**src/rtl/icache_pkg.sv**
```systemverilog
// Shared definitions for the set-associative instruction cache.
// Contents: controller state enum and the address-field width helpers
// (byte offset, word select, index, pointer widths).
package icache_pkg;

    typedef enum logic [1:0] {
        S_IDLE   = 2'd0,
        S_LOOKUP = 2'd1,
        S_MISS   = 2'd2
    } state_e;

    // log2 that never returns 0, for vectors that must be at least 1 bit wide
    function automatic int unsigned clog2_min1(input int unsigned v);
        return (v > 1) ? $clog2(v) : 1;
    endfunction

    // Byte-offset bits within one refill line
    function automatic int unsigned off_bits(input int unsigned line_w);
        return $clog2(line_w / 8);
    endfunction

    // Word-select bits (upper part of the line offset)
    function automatic int unsigned wsel_bits(input int unsigned line_w, input int unsigned data_w);
        return clog2_min1(line_w / data_w);
    endfunction

    // Set-index bits
    function automatic int unsigned idx_bits(input int unsigned sets);
        return $clog2(sets);
    endfunction

endpackage

```
**src/rtl/icache_if.sv**
```systemverilog
// Cache bus bundle: CPU-side request/response plus memory refill signals.
// master: requester/memory side (drives addr, read_en, flush, mem_data_in, mem_ready)
// slave : the cache (drives data_out, data_valid, hit, busy, mem_addr, mem_req)
interface icache_if #(
    parameter int unsigned ADDR_W = 32,
    parameter int unsigned DATA_W = 32,
    parameter int unsigned LINE_W = 128
);
    logic [ADDR_W-1:0] addr;
    logic              read_en;
    logic              flush;
    logic [DATA_W-1:0] data_out;
    logic              data_valid;
    logic              hit;
    logic              busy;
    logic [ADDR_W-1:0] mem_addr;
    logic              mem_req;
    logic [LINE_W-1:0] mem_data_in;
    logic              mem_ready;

    modport master (
        output addr, read_en, flush, mem_data_in, mem_ready,
        input  data_out, data_valid, hit, busy, mem_addr, mem_req
    );

    modport slave (
        input  addr, read_en, flush, mem_data_in, mem_ready,
        output data_out, data_valid, hit, busy, mem_addr, mem_req
    );
endinterface

```
**src/rtl/icache_way.sv**
```systemverilog
// One cache way: per-set valid bit, tag and line storage with tag compare.
// Ports: clk, rst (sync, active-high), clear_i (invalidate all), we_i (fill),
//        idx_i/tag_i (set and tag for both lookup and fill), line_i (fill data),
//        match_c_o / valid_c_o / line_c_o (combinational view of the indexed set).
module icache_way
    import icache_pkg::*;
#(
    parameter int unsigned TAG_W  = 24,
    parameter int unsigned IDX_W  = 4,
    parameter int unsigned LINE_W = 128,
    parameter int unsigned SETS   = 16
) (
    input  logic              clk,
    input  logic              rst,
    input  logic              clear_i,
    input  logic              we_i,
    input  logic [IDX_W-1:0]  idx_i,
    input  logic [TAG_W-1:0]  tag_i,
    input  logic [LINE_W-1:0] line_i,
    output logic              match_c_o,
    output logic              valid_c_o,
    output logic [LINE_W-1:0] line_c_o
);
    logic [SETS-1:0]   valid_q;
    logic [TAG_W-1:0]  tag_q  [SETS];
    logic [LINE_W-1:0] line_q [SETS];

    // Valid bits: cleared by reset or flush, set on fill
    always_ff @(posedge clk) begin
        if (rst || clear_i) begin
            valid_q <= '0;
        end else if (we_i) begin
            valid_q[idx_i] <= 1'b1;
        end
    end

    // Tag and line storage are not reset; valid bits gate their use
    always_ff @(posedge clk) begin
        if (we_i) begin
            tag_q[idx_i]  <= tag_i;
            line_q[idx_i] <= line_i;
        end
    end

    assign valid_c_o = valid_q[idx_i];
    assign match_c_o = valid_q[idx_i] && (tag_q[idx_i] == tag_i);
    assign line_c_o  = line_q[idx_i];
endmodule

```
**src/rtl/icache_assoc.sv**
```systemverilog
// Set-associative read-only instruction cache with round-robin replacement.
// Ports: clk, rst (sync, active-high), bus (icache_if.slave): addr/read_en/flush
//        requests, data_out/data_valid/hit results, busy, and the mem_req/mem_addr/
//        mem_data_in/mem_ready line-refill handshake.
module icache_assoc
    import icache_pkg::*;
#(
    parameter int unsigned ADDR_W = 32,
    parameter int unsigned DATA_W = 32,
    parameter int unsigned LINE_W = 128,
    parameter int unsigned SETS   = 16,
    parameter int unsigned WAYS   = 2
) (
    input  logic     clk,
    input  logic     rst,
    icache_if.slave  bus
);
    localparam int unsigned OFF_W  = off_bits(LINE_W);
    localparam int unsigned IDX_W  = idx_bits(SETS);
    localparam int unsigned TAG_W  = ADDR_W - OFF_W - IDX_W;
    localparam int unsigned WORDS  = LINE_W / DATA_W;
    localparam int unsigned WSEL_W = wsel_bits(LINE_W, DATA_W);
    localparam int unsigned BYTE_W = $clog2(DATA_W / 8);
    localparam int unsigned PTR_W  = clog2_min1(WAYS);

    state_e              state_q, state_d;
    logic [ADDR_W-1:0]   addr_q, addr_d;
    logic [DATA_W-1:0]   data_out_q, data_out_d;
    logic                data_valid_q, data_valid_d;
    logic                hit_q, hit_d;
    logic                busy_q, busy_d;
    logic                mem_req_q, mem_req_d;
    logic [ADDR_W-1:0]   mem_addr_q, mem_addr_d;
    logic [PTR_W-1:0]    ptr_q [SETS];

    logic [IDX_W-1:0]    idx_c;
    logic [TAG_W-1:0]    tag_c;
    logic [WSEL_W-1:0]   wsel_c;
    logic                flush_c, fill_c, any_hit_c;
    logic [PTR_W-1:0]    victim_c;
    logic [LINE_W-1:0]   hit_line_c;
    logic                match_c [WAYS];
    logic                valid_c [WAYS];
    logic                we_c    [WAYS];
    logic [LINE_W-1:0]   line_c  [WAYS];

    // Field split of the latched request address; mask keeps wsel 0 when a line is one word
    assign idx_c  = addr_q[OFF_W +: IDX_W];
    assign tag_c  = addr_q[ADDR_W-1 -: TAG_W];
    assign wsel_c = WSEL_W'(addr_q >> BYTE_W) & WSEL_W'(WORDS - 1);

    for (genvar w = 0; w < WAYS; w++) begin : g_way
        // Reset wins over a simultaneous refill
        assign we_c[w] = fill_c && !rst && (victim_c == PTR_W'(w));

        icache_way #(
            .TAG_W  (TAG_W),
            .IDX_W  (IDX_W),
            .LINE_W (LINE_W),
            .SETS   (SETS)
        ) u_way (
            .clk       (clk),
            .rst       (rst),
            .clear_i   (flush_c),
            .we_i      (we_c[w]),
            .idx_i     (idx_c),
            .tag_i     (tag_c),
            .line_i    (bus.mem_data_in),
            .match_c_o (match_c[w]),
            .valid_c_o (valid_c[w]),
            .line_c_o  (line_c[w])
        );
    end

    // Hit detection and line select across ways
    always_comb begin
        any_hit_c  = 1'b0;
        hit_line_c = '0;
        for (int w = 0; w < WAYS; w++) begin
            if (match_c[w]) begin
                any_hit_c  = 1'b1;
                hit_line_c = line_c[w];
            end
        end
    end

    // Victim: lowest-index invalid way, else the set's round-robin pointer
    always_comb begin
        victim_c = ptr_q[idx_c];
        for (int w = int'(WAYS) - 1; w >= 0; w--) begin
            if (!valid_c[w]) victim_c = PTR_W'(w);
        end
    end

    // Next-state and output logic
    always_comb begin
        state_d      = state_q;
        addr_d       = addr_q;
        data_out_d   = data_out_q;
        data_valid_d = 1'b0;
        hit_d        = 1'b0;
        mem_req_d    = mem_req_q;
        mem_addr_d   = mem_addr_q;
        flush_c      = 1'b0;
        fill_c       = 1'b0;
        unique case (state_q)
            S_IDLE: begin
                if (bus.flush) begin
                    flush_c = 1'b1;
                end else if (bus.read_en) begin
                    addr_d  = bus.addr;
                    state_d = S_LOOKUP;
                end
            end
            S_LOOKUP: begin
                if (any_hit_c) begin
                    state_d      = S_IDLE;
                    data_out_d   = hit_line_c[int'(wsel_c) * DATA_W +: DATA_W];
                    data_valid_d = 1'b1;
                    hit_d        = 1'b1;
                end else begin
                    state_d    = S_MISS;
                    mem_req_d  = 1'b1;
                    mem_addr_d = {tag_c, idx_c, {OFF_W{1'b0}}};
                end
            end
            S_MISS: begin
                if (bus.mem_ready) begin
                    fill_c       = 1'b1;
                    state_d      = S_IDLE;
                    mem_req_d    = 1'b0;
                    data_valid_d = 1'b1;
                    data_out_d   = bus.mem_data_in[int'(wsel_c) * DATA_W +: DATA_W];
                end
            end
            default: state_d = S_IDLE;
        endcase
        busy_d = (state_d != S_IDLE);
    end

    // State and output registers
    always_ff @(posedge clk) begin
        if (rst) begin
            state_q      <= S_IDLE;
            addr_q       <= '0;
            data_out_q   <= '0;
            data_valid_q <= 1'b0;
            hit_q        <= 1'b0;
            busy_q       <= 1'b0;
            mem_req_q    <= 1'b0;
            mem_addr_q   <= '0;
        end else begin
            state_q      <= state_d;
            addr_q       <= addr_d;
            data_out_q   <= data_out_d;
            data_valid_q <= data_valid_d;
            hit_q        <= hit_d;
            busy_q       <= busy_d;
            mem_req_q    <= mem_req_d;
            mem_addr_q   <= mem_addr_d;
        end
    end

    // Round-robin pointers: cleared by reset/flush, advance on each fill of their set
    always_ff @(posedge clk) begin
        if (rst || flush_c) begin
            for (int s = 0; s < int'(SETS); s++) ptr_q[s] <= '0;
        end else if (fill_c) begin
            ptr_q[idx_c] <= (ptr_q[idx_c] == PTR_W'(WAYS - 1)) ? '0 : ptr_q[idx_c] + PTR_W'(1);
        end
    end

    assign bus.data_out   = data_out_q;
    assign bus.data_valid = data_valid_q;
    assign bus.hit        = hit_q;
    assign bus.busy       = busy_q;
    assign bus.mem_req    = mem_req_q;
    assign bus.mem_addr   = mem_addr_q;
endmodule

```
**src/flat_wrapper.sv**
```systemverilog
// flat-port wrapper written by rule: the top's interface ports become plain ports
module icache_assoc_flat import icache_pkg::*;
#(
    parameter int unsigned ADDR_W = 32,
    parameter int unsigned DATA_W = 32,
    parameter int unsigned LINE_W = 128,
    parameter int unsigned SETS   = 16,
    parameter int unsigned WAYS   = 2
)
  (clk, rst, bus_addr, bus_read_en, bus_flush, bus_mem_data_in, bus_mem_ready, bus_data_out, bus_data_valid, bus_hit, bus_busy, bus_mem_addr, bus_mem_req);
  icache_if #(.ADDR_W(ADDR_W), .DATA_W(DATA_W), .LINE_W(LINE_W)) bus_i ();
  input  logic clk;
  input  logic rst;
  input wire logic [$bits(bus_i.addr)-1:0] bus_addr;
  input wire logic [$bits(bus_i.read_en)-1:0] bus_read_en;
  input wire logic [$bits(bus_i.flush)-1:0] bus_flush;
  input wire logic [$bits(bus_i.mem_data_in)-1:0] bus_mem_data_in;
  input wire logic [$bits(bus_i.mem_ready)-1:0] bus_mem_ready;
  output wire logic [$bits(bus_i.data_out)-1:0] bus_data_out;
  output wire logic [$bits(bus_i.data_valid)-1:0] bus_data_valid;
  output wire logic [$bits(bus_i.hit)-1:0] bus_hit;
  output wire logic [$bits(bus_i.busy)-1:0] bus_busy;
  output wire logic [$bits(bus_i.mem_addr)-1:0] bus_mem_addr;
  output wire logic [$bits(bus_i.mem_req)-1:0] bus_mem_req;
  assign bus_i.addr = bus_addr;
  assign bus_i.read_en = bus_read_en;
  assign bus_i.flush = bus_flush;
  assign bus_i.mem_data_in = bus_mem_data_in;
  assign bus_i.mem_ready = bus_mem_ready;
  assign bus_data_out = bus_i.data_out;
  assign bus_data_valid = bus_i.data_valid;
  assign bus_hit = bus_i.hit;
  assign bus_busy = bus_i.busy;
  assign bus_mem_addr = bus_i.mem_addr;
  assign bus_mem_req = bus_i.mem_req;
  icache_assoc #(.ADDR_W(ADDR_W), .DATA_W(DATA_W), .LINE_W(LINE_W), .SETS(SETS), .WAYS(WAYS)) u_core (.clk(clk), .rst(rst), .bus(bus_i));
endmodule
```
**config.mk**
```make
export PLATFORM = sky130hd
export DESIGN_NAME = icache_assoc_flat
export DESIGN_NICKNAME = d
export VERILOG_FILES = /design/src/rtl/icache_pkg.sv /design/src/rtl/icache_if.sv /design/src/rtl/icache_way.sv /design/src/rtl/icache_assoc.sv /design/src/flat_wrapper.sv
export SDC_FILE = /design/constraint.sdc
export NUM_CORES = 2
export LEC_CHECK = 0
export CAP_MARGIN = 10
export CORE_UTILIZATION = 60
export DETAILED_ROUTE_END_ITERATION = 10
export PLACE_DENSITY = 0.75
export SYNTH_ARGS = -nofsm -noshare
export SYNTH_HDL_FRONTEND = slang
export SYNTH_MEMORY_MAX_BITS = 65536
export SYNTH_SLANG_ARGS = --single-unit
```
**constraint.sdc**
```tcl
create_clock -name clk -period 11.3 [get_ports clk]
set_clock_uncertainty 0.15 [all_clocks]
set_input_delay 1.13 -clock clk [delete_from_list [all_inputs] [get_ports clk]]
set_output_delay 1.13 -clock clk [all_outputs]
set_load 0.05 [all_outputs]
```
After elaboration in Yosys (flattened, before gate mapping). Memory sizes are Yosys's and may differ from the RTL's. A register that Yosys moved wholly into a read port is not among the register bits. Cells that the tools add are included.

Shift operators: 2. $lt $le $gt $ge: 2. Bitwise gates (word level): 6. Add/sub/neg operators: 1. Reduce and logical (&&, ||, !) cells: 17. Equal/unequal tests: 7. Mux-type cells: 52.

Operators with widths (number): $mux 128 (2); $shiftx 128x8->32 (2); $mux 32 (2); $pmux 32 s2 (1); $eq 24x24->1 (2); $mux 4 (11); $or 16x16->16 (2); $mux 1 (26); $reduce_and 3->1 (3); $bmux 1 s4 (2); $mux 2 (4); $logic_and 1x1->1 (6); $pmux 2 s3 (1); $lt 4x5->1 const B (1); $demux 1 s4 (1); $ge 4x1->1 const B (1); $ne 2x2->1 const B (2); $not 1->1 (4); $pmux 1 s2 (2); $reduce_bool 2->1 (2); $eq 2x1->1 const B (1); $eq 2x2->1 const B (1); $logic_not 2->1 (1); $ne 2x1->1 const B (1); 6 further kinds (6).

Memories: 5. Output and inout bits: 68. Word-level logic and storage cells: 102. Bits in writable memories: 4880. Register bits: 130.

Memory list: u_core.g_way[0].u_way.line_q (depth 16, width 128, rd ports 1, clocked after Yosys merged registers in 1, wr ports 1, RTL line icache_way.sv:26) `logic [LINE_W-1:0] line_q [SETS];`; u_core.g_way[1].u_way.line_q (depth 16, width 128, rd ports 1, clocked after Yosys merged registers in 1, wr ports 1, RTL line icache_way.sv:26); u_core.g_way[0].u_way.tag_q (depth 16, width 24, rd ports 1, clocked after Yosys merged registers in 1, wr ports 1, RTL line icache_way.sv:25) `logic [TAG_W-1:0] tag_q [SETS];`; u_core.g_way[1].u_way.tag_q (depth 16, width 24, rd ports 1, clocked after Yosys merged registers in 1, wr ports 1, RTL line icache_way.sv:25); u_core.ptr_q (depth 16, width 1, rd ports 1, clocked after Yosys merged registers in 1, wr ports 16, RTL line icache_assoc.sv:34) `logic [PTR_W-1:0] ptr_q [SETS];`.

Logic depth before layout (Yosys ltp).
Depth in word-level cells: 8. Depth in mapped cells: 19. Gate-level depth less buffers: 11.

Cells and area by module. A second synthesis with hierarchy kept.

Cells, all modules: 7791. Area total of the unflattened synthesis: 191662.6 um2.

By module, submodules not included: icache_way (times used 2, cells an instance 3546, area an instance 92187.2 um2); icache_assoc (times used 1, cells an instance 699, area an instance 7288.2 um2).

Worst setup path before layout. Ideal clock, no wire load.

Path type: register to register. Start point: register with a tool-made name. End point: memory u_core.g_way[0].u_way.line_q[15][0], enable pin. Path buffers: 8. Stages on the path, launching flop included: 14. Period minus slack after synthesis: 10.054 ns. Arrival time: 9.236 ns. Library setup time: 0.668 ns. Slack: 1.246 ns. Cell sequence: dfxtp_1 > buf_6 > buf_4 > buf_2 > buf_4 > buf_6 > buf_2 > mux4_2 > mux4_2 > o21a_1 > nand2b_1 > clkbuf_1 > clkbuf_1 > nor2_1.

RTL lines (RTL line): end, declared (icache_way.sv:26).

==> impl_summary.txt <==
----------------------------------------------------
[Cells and area]
  Post-Layout Inst Area ... 217,800 µm²
  Layout cells sized above 1 ... 0.2635
  FF+latch area ... 149,200 µm²
  Growth of design area from synthesis to finish ... 12.24%
  Final Net Count ... 9,284
  Fillers ... 18,990
  Area of the multi-input gates ... 42,720 µm²

[Synthesis]
  Area share of the largest cell type after synthesis ... 0.7552
  Number of synthesized flops with an enable pin ... 4,880
  Top area cells in the synthesized netlist ... sky130_fd_sc_hd__edfxtp_1, sky130_fd_sc_hd__mux4_2, sky130_fd_sc_hd__mux2i_1, sky130_fd_sc_hd__dfxtp_1, sky130_fd_sc_hd__nand2_1
  Synth Flop Type ... sky130_fd_sc_hd__edfxtp_1
  Synth warn ... 0
  Share of flip-flops with an asynchronous set or reset ... 0
  #FFs+latches synth ... 5,012
  Cell types with the highest counts after synthesis ... sky130_fd_sc_hd__edfxtp_1, sky130_fd_sc_hd__mux4_2, sky130_fd_sc_hd__mux2i_1
  Register area share after synthesis ... 0.7688
  Avg Cell Area, Syn ... 22.59 µm²
  Netlist area before placement ... 194,000 µm²
  Cell count after synthesis ... 8,591
  Most repeated cell in the gate-level netlist after synthesis ... sky130_fd_sc_hd__edfxtp_1
  Number of distinct standard cells referenced by the synthesized netlist ... 86
  Cell type with the highest aggregate area in the netlist ... sky130_fd_sc_hd__edfxtp_1

[Place]
  Number of port buffers ... 226
  Standard cell area after detailed placement ... 202,600 µm²
  Last weighted congestion value of the routability-driven placer ... 0.8426
  Detailed placer's ending HPWL ... 258,900 µm

[Detailed routing]
  Residual DRC count ... 0
  Total wire length after detailed routing ... 523,500 µm
  Detailed Route Iter0 Violations ... 15,990
  Pre-antenna DRT Iters ... 8
  Number of nets with antenna violations after routing ... 0
  Total vias in the final route ... 98,390
  Vias per cell ... 7.104
  Routed len/inst ... 37.80 µm

[Die]
  Number of I/O pins ... 233
  Die width ... 570.7 µm
  Vert. Die Dim ... 570.7 µm
  Area of the core region ... 321,400 µm²
  Area enclosed by the die boundary ... 325,700 µm²
  Cell Rows ... 208
  Starting density of the core ... 0.6037

[Critical path]
  Biggest fanout along the worst timing path ... 68
  Required time of the worst setup path ... 12.04 ns
  Element type at the critical path start ... flop
  Data arrival time of the critical path ... 8.60 ns
  Worst reg-to-reg path cell count ... 16
  Crit Path Category ... reg2reg
  Worst setup EP type ... flop

[CTS]
  Clock Tree Buf Depth ... 4
  H-tree depth ... 5
  Post-CTS repair timing setup buffer count ... 0
  CTS tree ... yes
  Total number of clock tree sinks ... 5,012
  Hold_buf cts ... 0
  Post-CTS clock slew at the launch and capture registers of the worst setup and hold paths ... 0.06 ns
  Clk root buf ... sky130_fd_sc_hd__clkbuf_16
  Count of cells resized by post-cts repair ... 0
  TritonCTS Buffers ... 472
  Worst skew pair latency ... 1.02 ns

[Outcome]
  Status ... finished, final reports clean

[STA]
  Number of slew-limit violations in the final report ... 0
  Sum of negative setup slack ... 0 ns
  Crit path time final ... 7.857 ns
  Portion of the clock cycle consumed by the worst path in the final layout ... 0.6953
  Max Clock Freq ... 127.3 MHz
  Unrepaired setup endpoints after global routing ... false
  Hold Violations, Final ... 0
  Slew Limit Headroom ... 0.07797
  Setup-violating endpoint count in the final report ... 0
  Slew at the pin closest to its max-slew limit ... 1.383 ns

[GRT]
  Sum of overflow across all layers after global routing ... 0
  Total routing usage reported by global routing ... 0.3228
  Global-route wire length before repair ... 734,400 µm
  Maximum number of pins on one net before global-route repair ... 145
  Number of global-route vias before repair ... 98,990
  Number of antenna violations at the first check in global routing ... 39

[Power]
  Overall power after layout ... 37,870 µW
  Cell leakage power ... 0.06671 µW
  Peak VDD IR ... 0.1559 mV
  Power per cell area ... 173.9 nW/µm²

[Run]
  Maximum Capacitance Violations ... 0

[Hold path]
  Hold Crit Class ... reg2reg
  Number of stages on the worst hold path ... 1

----------------------------------------------------
## critical path: stages, from the launching register on
cell                      delay [ns]
sky130_fd_sc_hd__dfxtp_4        0.80
sky130_fd_sc_hd__buf_12         0.41
sky130_fd_sc_hd__buf_4          0.66
sky130_fd_sc_hd__mux4_2         0.60
sky130_fd_sc_hd__a22oi_1        0.22
sky130_fd_sc_hd__nand3_1        0.18
sky130_fd_sc_hd__xnor2_1        0.39
sky130_fd_sc_hd__nand4_1        0.16
sky130_fd_sc_hd__nor4_1         0.66
sky130_fd_sc_hd__buf_4          0.26
sky130_fd_sc_hd__nand2_1        0.09
sky130_fd_sc_hd__nand3_2        0.08
sky130_fd_sc_hd__buf_4          0.62
sky130_fd_sc_hd__and3_2         1.05
sky130_fd_sc_hd__buf_4          0.49
sky130_fd_sc_hd__o21ai_0        0.47
sky130_fd_sc_hd__o21ai_1        0.26
## layout make-up
cell class              count  area share
diodes                     22   0.0002528
repair buffers            545     0.02400
multi-input cells        3040      0.1961
clock buffers             592     0.05754
flip-flops and latches   5012      0.6851
well taps                4305     0.02473
clock inverters           289     0.01143
inverters                  44   0.0008273
## metal layers
metal  up-vias  global-route usage  share of wire
met3      1301             0.06365           0.12
met5         -                   0        0.00031
met2      7573              0.5146           0.48
li1      37610                   -              -
met1     51880              0.4365           0.35
met4        22              0.1516          0.052
## registers in the layout, summed over array words and instances, names as in the netlist, named ones only
| signal | cells |
|---|---|
| u_core.g_way.u_way.line_q | 4096 |
| u_core.g_way.u_way.tag_q | 768 |
| u_core.bus.data_out | 32 |
| u_core.g_way.u_way.valid_q | 32 |
| u_core.addr_q | 30 |
| u_core.bus.mem_addr | 28 |
| u_core.ptr_q | 16 |
| u_core.state_q | 2 |
| u_core.bus.busy | 1 |
| u_core.bus.data_valid | 1 |
| u_core.bus.hit | 1 |
| u_core.bus.mem_req | 1 |
## layout by cell type, fill, tap and decap left out, drive strengths merged, types with 13 or more instances in the layout
master / n
a211oi: 14
a21oi: 122
a221oi: 20
a22o: 14
a22oi: 33
a31oi: 32
buf: 319
bufinv: 38
clkbuf: 593
clkdlybuf4s50: 225
clkinv: 235
dfxtp: 132
diode: 22
edfxtp: 4880
inv: 54
mux2: 50
mux2i: 270
mux4: 1405
nand2: 257
nand2b: 22
nand3: 36
nor2: 186
nor2b: 25
nor3: 13
o21a: 42
o21ai: 197
o221ai: 16
o22ai: 34
o32ai: 27
xnor2: 30
## per-stage QoR
| stage | setup slack, ns | cells | utilization | hold slack, ns |
|---|---|---|---|---|
| floorplan | 1.246 | 8594 | - | 0.2854 |
| global placement | 3.561 | 12940 | 0.6305 | 0.2908 |
| detailed placement | 3.649 | 12940 | 0.6305 | 0.3028 |
| CTS | 3.559 | 13820 | 0.6772 | 0.3174 |
| global route | 3.280 | 13840 | 0.6776 | 0.3333 |
| finish | 3.443 | 13850 | 0.6776 | 0.3108 |
## where the power goes
| part | internal (µW) | switching, µW | total [µW] |
|---|---|---|---|
| clock network | 8700 | 6810 | 15500 |
| logic | 774 | 1150 | 1920 |
| registers | 20400 | 34.8 | 20400 |
## cell families (layout without fill, tap and decap cells)
family          after synthesis  in the layout  synth area share
fa+ha+maj                     4              4         0.0002579
flops                      5012           5012            0.7688
other cells                   1             26        0.00001933
buf+inv                     542           1470           0.01272
xor+xnor                     42             42          0.001934
simple gates                615            615           0.01408
compound gates              650            650           0.02210
mux                        1725           1725            0.1800
## final timing paths
path / from / endpoint / slack (ns)
worst min-delay path: u_core.g_way[0].u_way.valid_q[5]$_SDFFE_PP0P_ / u_core.g_way[0].u_way.valid_q[5]$_SDFFE_PP0P_ / 0.31
worst min register to register: u_core.g_way[0].u_way.valid_q[5]$_SDFFE_PP0P_ / u_core.g_way[0].u_way.valid_q[5]$_SDFFE_PP0P_ / 0.31
worst max-delay path: flop / u_core.bus.data_out[15]$_SDFFE_PP0P_ / 3.44
worst max register to register: flop / u_core.bus.data_out[15]$_SDFFE_PP0P_ / 3.44
Note: power is estimated with default switching activity, not from simulation.
